File: config.mk
export PLATFORM = sky130hd
export DESIGN_NAME = lsu_ctrl
export DESIGN_NICKNAME = d
export VERILOG_FILES = /design/src/rtl/lsu_ctrl.sv
export SDC_FILE = /design/constraint.sdc
export NUM_CORES = 1
export LEC_CHECK = 0
export ABC_AREA = 1
export CAP_MARGIN = 10
export CORE_MARGIN = 3
export CORE_UTILIZATION = 32
export CTS_CLUSTER_DIAMETER = 50
export DETAILED_ROUTE_END_ITERATION = 12
export SETUP_SLACK_MARGIN = 0.1
export SKIP_CTS_REPAIR_TIMING = 1
export SLEW_MARGIN = 10
export SYNTH_ARGS = -nofsm -noshare
export SYNTH_HDL_FRONTEND = slang
export SYNTH_SLANG_ARGS = --single-unit
File: constraint.sdc
create_clock -name clk -period 4.45 [get_ports clk]
set_clock_uncertainty 0.1 [all_clocks]
set_input_delay 1.335 -clock clk [delete_from_list [all_inputs] [get_ports clk]]
set_output_delay 1.335 -clock clk [all_outputs]
set_load 0.03 [all_outputs]
File: src/rtl/lsu_ctrl.sv
// Load/store control stage: issues one data-memory access at a time, extends load
// data and hands it to writeback under a valid/ready handshake.
module lsu_ctrl #(
    parameter int ADDR_W  = 32,
    parameter int TIMEOUT = 15
) (
    input  logic              clk,
    input  logic              reset,
    input  logic              req_valid,
    output logic              req_ready,
    input  logic              req_store,
    input  logic [2:0]        req_funct3,
    input  logic [ADDR_W-1:0] req_addr,
    input  logic [31:0]       req_wdata,
    input  logic [4:0]        req_rd,
    output logic [ADDR_W-1:0] mem_addr,
    output logic              mem_r_enable,
    output logic              mem_w_enable,
    output logic [1:0]        mem_w_size,
    output logic [31:0]       mem_w_data,
    input  logic [31:0]       mem_r_data,
    input  logic              mem_ready,
    output logic              resp_valid,
    input  logic              resp_ready,
    output logic [31:0]       resp_data,
    output logic [4:0]        resp_rd,
    output logic              resp_err
);

    typedef enum logic [1:0] {S_IDLE, S_ISSUE, S_WAIT, S_RESP} state_t;

    localparam logic [7:0] TIMEOUT_CNT = 8'(TIMEOUT);

    state_t              r_state;
    state_t              w_next;
    logic                r_store;
    logic [2:0]          r_funct3;
    logic [ADDR_W-1:0]   r_addr;
    logic [31:0]         r_wdata;
    logic [4:0]          r_rd;
    logic [7:0]          r_cnt;
    logic [31:0]         r_resp_data;
    logic                r_resp_err;
    logic                w_accept;
    logic                w_legal;
    logic [7:0]          w_cnt_inc;

    function automatic logic [31:0] extend(input logic [2:0] f3, input logic [31:0] d);
        case (f3)
            3'b000:  extend = {{24{d[7]}}, d[7:0]};
            3'b001:  extend = {{16{d[15]}}, d[15:0]};
            3'b100:  extend = {24'b0, d[7:0]};
            3'b101:  extend = {16'b0, d[15:0]};
            default: extend = d;
        endcase
    endfunction

    assign w_accept  = req_valid && (r_state == S_IDLE);
    assign w_cnt_inc = r_cnt + 8'd1;

    always_comb begin
        w_legal = 1'b0;
        if (req_store) begin
            w_legal = (req_funct3 == 3'b000) || (req_funct3 == 3'b001) || (req_funct3 == 3'b010);
        end else begin
            w_legal = (req_funct3 == 3'b000) || (req_funct3 == 3'b001) || (req_funct3 == 3'b010) ||
                      (req_funct3 == 3'b100) || (req_funct3 == 3'b101);
        end
    end

    always_ff @(posedge clk or posedge reset) begin
        if (reset) r_state <= S_IDLE;
        else       r_state <= w_next;
    end

    // Illegal requests skip the memory entirely and go straight to an error response.
    always_comb begin
        w_next = r_state;
        case (r_state)
            S_IDLE:  if (w_accept) w_next = w_legal ? S_ISSUE : S_RESP;
            S_ISSUE: w_next = r_store ? S_IDLE : S_WAIT;
            S_WAIT:  if (mem_ready || (w_cnt_inc == TIMEOUT_CNT)) w_next = S_RESP;
            S_RESP:  if (resp_ready) w_next = S_IDLE;
            default: w_next = S_IDLE;
        endcase
    end

    always_comb begin
        req_ready    = (r_state == S_IDLE);
        mem_addr     = '0;
        mem_r_enable = 1'b0;
        mem_w_enable = 1'b0;
        mem_w_size   = 2'b00;
        mem_w_data   = 32'b0;
        resp_valid   = 1'b0;
        resp_data    = 32'b0;
        resp_rd      = 5'b0;
        resp_err     = 1'b0;
        case (r_state)
            S_ISSUE: begin
                mem_addr = r_addr;
                if (r_store) begin
                    mem_w_enable = 1'b1;
                    mem_w_size   = r_funct3[1:0];
                    mem_w_data   = r_wdata;
                end else begin
                    mem_r_enable = 1'b1;
                end
            end
            // Address held through WAIT since the memory steers read lanes from addr[1:0].
            S_WAIT: mem_addr = r_addr;
            S_RESP: begin
                resp_valid = 1'b1;
                resp_data  = r_resp_data;
                resp_rd    = r_rd;
                resp_err   = r_resp_err;
            end
            default: ;
        endcase
    end

    always_ff @(posedge clk or posedge reset) begin
        if (reset) begin
            r_store     <= 1'b0;
            r_funct3    <= 3'b0;
            r_addr      <= '0;
            r_wdata     <= 32'b0;
            r_rd        <= 5'b0;
            r_cnt       <= 8'b0;
            r_resp_data <= 32'b0;
            r_resp_err  <= 1'b0;
        end else begin
            case (r_state)
                S_IDLE: if (w_accept) begin
                    r_store     <= req_store;
                    r_funct3    <= req_funct3;
                    r_addr      <= req_addr;
                    r_wdata     <= req_wdata;
                    r_rd        <= req_rd;
                    r_resp_data <= 32'b0;
                    r_resp_err  <= !w_legal;
                end
                S_ISSUE: r_cnt <= 8'b0;
                S_WAIT: begin
                    if (mem_ready) begin
                        r_resp_data <= extend(r_funct3, mem_r_data);
                        r_resp_err  <= 1'b0;
                    end else begin
                        r_cnt <= w_cnt_inc;
                        if (w_cnt_inc == TIMEOUT_CNT) begin
                            r_resp_data <= 32'b0;
                            r_resp_err  <= 1'b1;
                        end
                    end
                end
                default: ;
            endcase
        end
    end

endmodule

==> out/qor.yml, run 1 <==
max_slew_margin_pct: 47.28
antenna_found_initial: 0
setup_viol: 0
vdd_drop_max_mv: 0.3972
start_util_pct: 33.36
synth_cells: 734
dpl_worst_slack_ns: 0.7931
dpl_cell_area_sq_um: 8247
hpwlAfterDp_microns: 11820
synth_cell_type_count: 26
drtIter0Drc: 206
design.core.area_sq_um: 17600
layout_common_cells: "217 x clkdlybuf4s50_1, 172 x nand2_1, 132 x inv_1, 116 x dfrtp_1, 98 x nor2_1"
synthAdderAreaFrac_pct: 1.279
rsz0062_at_grt: "false"
critical_path.endpoint_type: "output pin"
yosysSeqAreaShare_pct: 49.45
grt_overflow: 0
drc_errors: 0
tightest_slew_ns: 0.7908
syn_area_sq_um: 5871
cts.clk_slew.worst_paths_ns: 0.05
fmax_mhz: 258.1
r2r_slack_ns: 1.97
slowest_delay_ns: 0.66
yosysWarnings: 0
power.density_nw_per_um2: 705.5
diodes: 0
maxCapViolations: 0
cts_tree: "built"
gp_congestion: 0.7847
io_buffers: 217
firstDrtPassIters: 4
avgSynthCellArea_sq_um: 7.998
tns_ns: 0
clock_path_buffers: 2
final_common_cell: "clkdlybuf4s50_1"
ant_nets: 0
synth_top_family_by_area: "simple AND/OR/NAND/NOR gates"
ff_latch_area_sq_um: 2903
cts_inserted_buffers: 17
multi_input_area_sq_um: 2276
critPathMaxFanout: 24
htreeDepth: 4
report.final.slew_viol_count: 0
synth-xor-area-share_pct: 0.2984
wire_per_inst_microns: 14.04
yosys.area_share.simple_pct: 22.93
cp.arrival_ns: 2.44
final_nets: 1058
worstSetupPathType: "flop to output pin"
clk_latency_ns: 0.41
status: "finished, final reports clean"
utilization_pct: 50.51
cp.required_ns: 3.01
fin_crit_ns: 3.874
ios: 218
synth_seq_cells: 116
grt_pass1_vias: 5371
die_w_microns: 141.4
muxShareOfSynthArea_pct: 7.289
routed_wl_microns: 16570
rows: 48
cp-start-kind: "flop"
root_buffer: "clkbuf_16"
area_growth_syn_to_layout_pct: 51.41
synth-compound-area-share_pct: 6.841
grt_max_degree: 64
vias: 5303
grt_pass1_wl_microns: 26780
slowest_stage: "clkdlybuf4s50_1"
vias_per_cell: 4.494
final_area_sq_um: 8889
cpMostUsedCell: "inv_1"
final.period_utilization_pct: 87.05
finalHoldViolCount: 0
totalPowerFinal_mw: 6.271
fill_cells: 1758
final_layout_size_suffix_gt1_share_pct: 9.424
leakage_nw: 4.569
grt_use_total_pct: 16.75
cp_cell_sequence: "inv_1 -> ha_1 -> buf_12 -> nand2_1 -> inv_1 -> clkdlybuf4s50_1"
worst_slack_ns: 0.5761
cts_sinks: 116
syn_nets: 850
die_y_microns: 141.4
die_area_sq_um: 20010
hold_class: "flop to flop"
[path summary, 6_finish.rpt]
path | from | to | cells past startpoint
hold reg to reg | r_resp_data[26]$_DFFE_PP0P_ | r_resp_data[26]$_DFFE_PP0P_ | 2
setup / recovery | r_state[0]$_DFFE_PP0P_ | mem_addr[14] | 6
hold / removal | r_resp_data[26]$_DFFE_PP0P_ | r_resp_data[26]$_DFFE_PP0P_ | 2
setup reg to reg | r_state[0]$_DFFE_PP0P_ | r_cnt[0]$_DFFE_PP0P_ | 6
min in group asynchronous | reset | r_cnt[2]$_DFFE_PP0P_ | 2
max in group asynchronous | reset | r_resp_data[31]$_DFFE_PP0P_ | 3
[per-stage QoR]
step,hold slack (ns),std cells
after global routing,0.3831,1180
after CTS,0.3721,1180
after global placement,0.3545,1148
after detailed placement,0.3580,1148
after floorplan,0.3417,734
final,0.3711,1180
[synthesized netlist by cell type, drive strengths merged]
cell	n	area, sq um
nand2	176	673.1
inv	134	503.0
dfrtp	116	2903
nor2	100	385.4
a21oi	43	222.7
mux2	38	427.9
nand4	36	225.2
o21ai	33	165.2
clkbuf	27	101.4
buf	12	95.09
nand3	9	62.56
ha	6	75.07
xor2	2	17.52
o21bai	1	7.510
o22ai	1	6.260
[cell families after synthesis]
family,count (synthesis)
AOI/OAI and AO/OA,78
xor gates and xnor gates,2
adders and majority gates,6
buffers and inverters,173
DFF,116
muxes,38
and+or+nand+nor,321
[area by class of cell]
class | instances | share of cell area, %
multi-input cells | 445 | 25.61
repair buffers | 228 | 25.65
well taps | 225 | 3.167
clock inverters | 10 | 1.999
inverters | 134 | 5.701
flip-flops and latches | 116 | 32.66
clock buffers | 22 | 5.222
[worst max-delay path: cells and delay by family, from the launching register on]
kind                       cells  cell delay [ns]
buffers and inverters          4             1.01
adders and majority gates      1             0.53
DFF                            1             0.39
and+or+nand+nor                1             0.08
[routing by layer]
| layer | track usage, % | up-vias | wire length, microns |
|---|---|---|---|
| met3 | 6.842 | 17 | 1683 |
| met5 | 0 | - | 0 |
| met2 | 26.79 | 184 | 7518 |
| met4 | 5.808 | 0 | 243 |
| li1 | - | 2672 | - |
| met1 | 20.54 | 2430 | 7126 |
[where the power goes]
group | internal, mW | switching (mW) | leakage [nW]
registers | 1.48 | 0.196 | 1.42
logic | 1.20 | 1.90 | 2.84
clock network | 1.02 | 0.473 | 0.314
total | 3.70 | 2.57 | 4.57
[registers in the layout (all words and copies together), names as in the netlist]
| signal | count |
|---|---|
| r_addr | 32 |
| r_resp_data | 32 |
| r_wdata | 32 |
| r_cnt | 8 |
| r_rd | 5 |
| r_funct3 | 3 |
| r_state | 2 |
| r_resp_err | 1 |
| r_store | 1 |
Power figures use the tool's default switching activity.
==> run 2, diff against run 1 <==
--- a/config.mk
+++ b/config.mk
@@ -10,6 +10,7 @@
 export CORE_MARGIN = 3
 export CORE_UTILIZATION = 32
 export CTS_CLUSTER_DIAMETER = 50
+export CTS_CLUSTER_SIZE = 20
 export DETAILED_ROUTE_END_ITERATION = 12
 export SETUP_SLACK_MARGIN = 0.1
 export SKIP_CTS_REPAIR_TIMING = 1
==> results of run 2 <==
No change in the layout: final DEF, timing and power equal those of run 1.
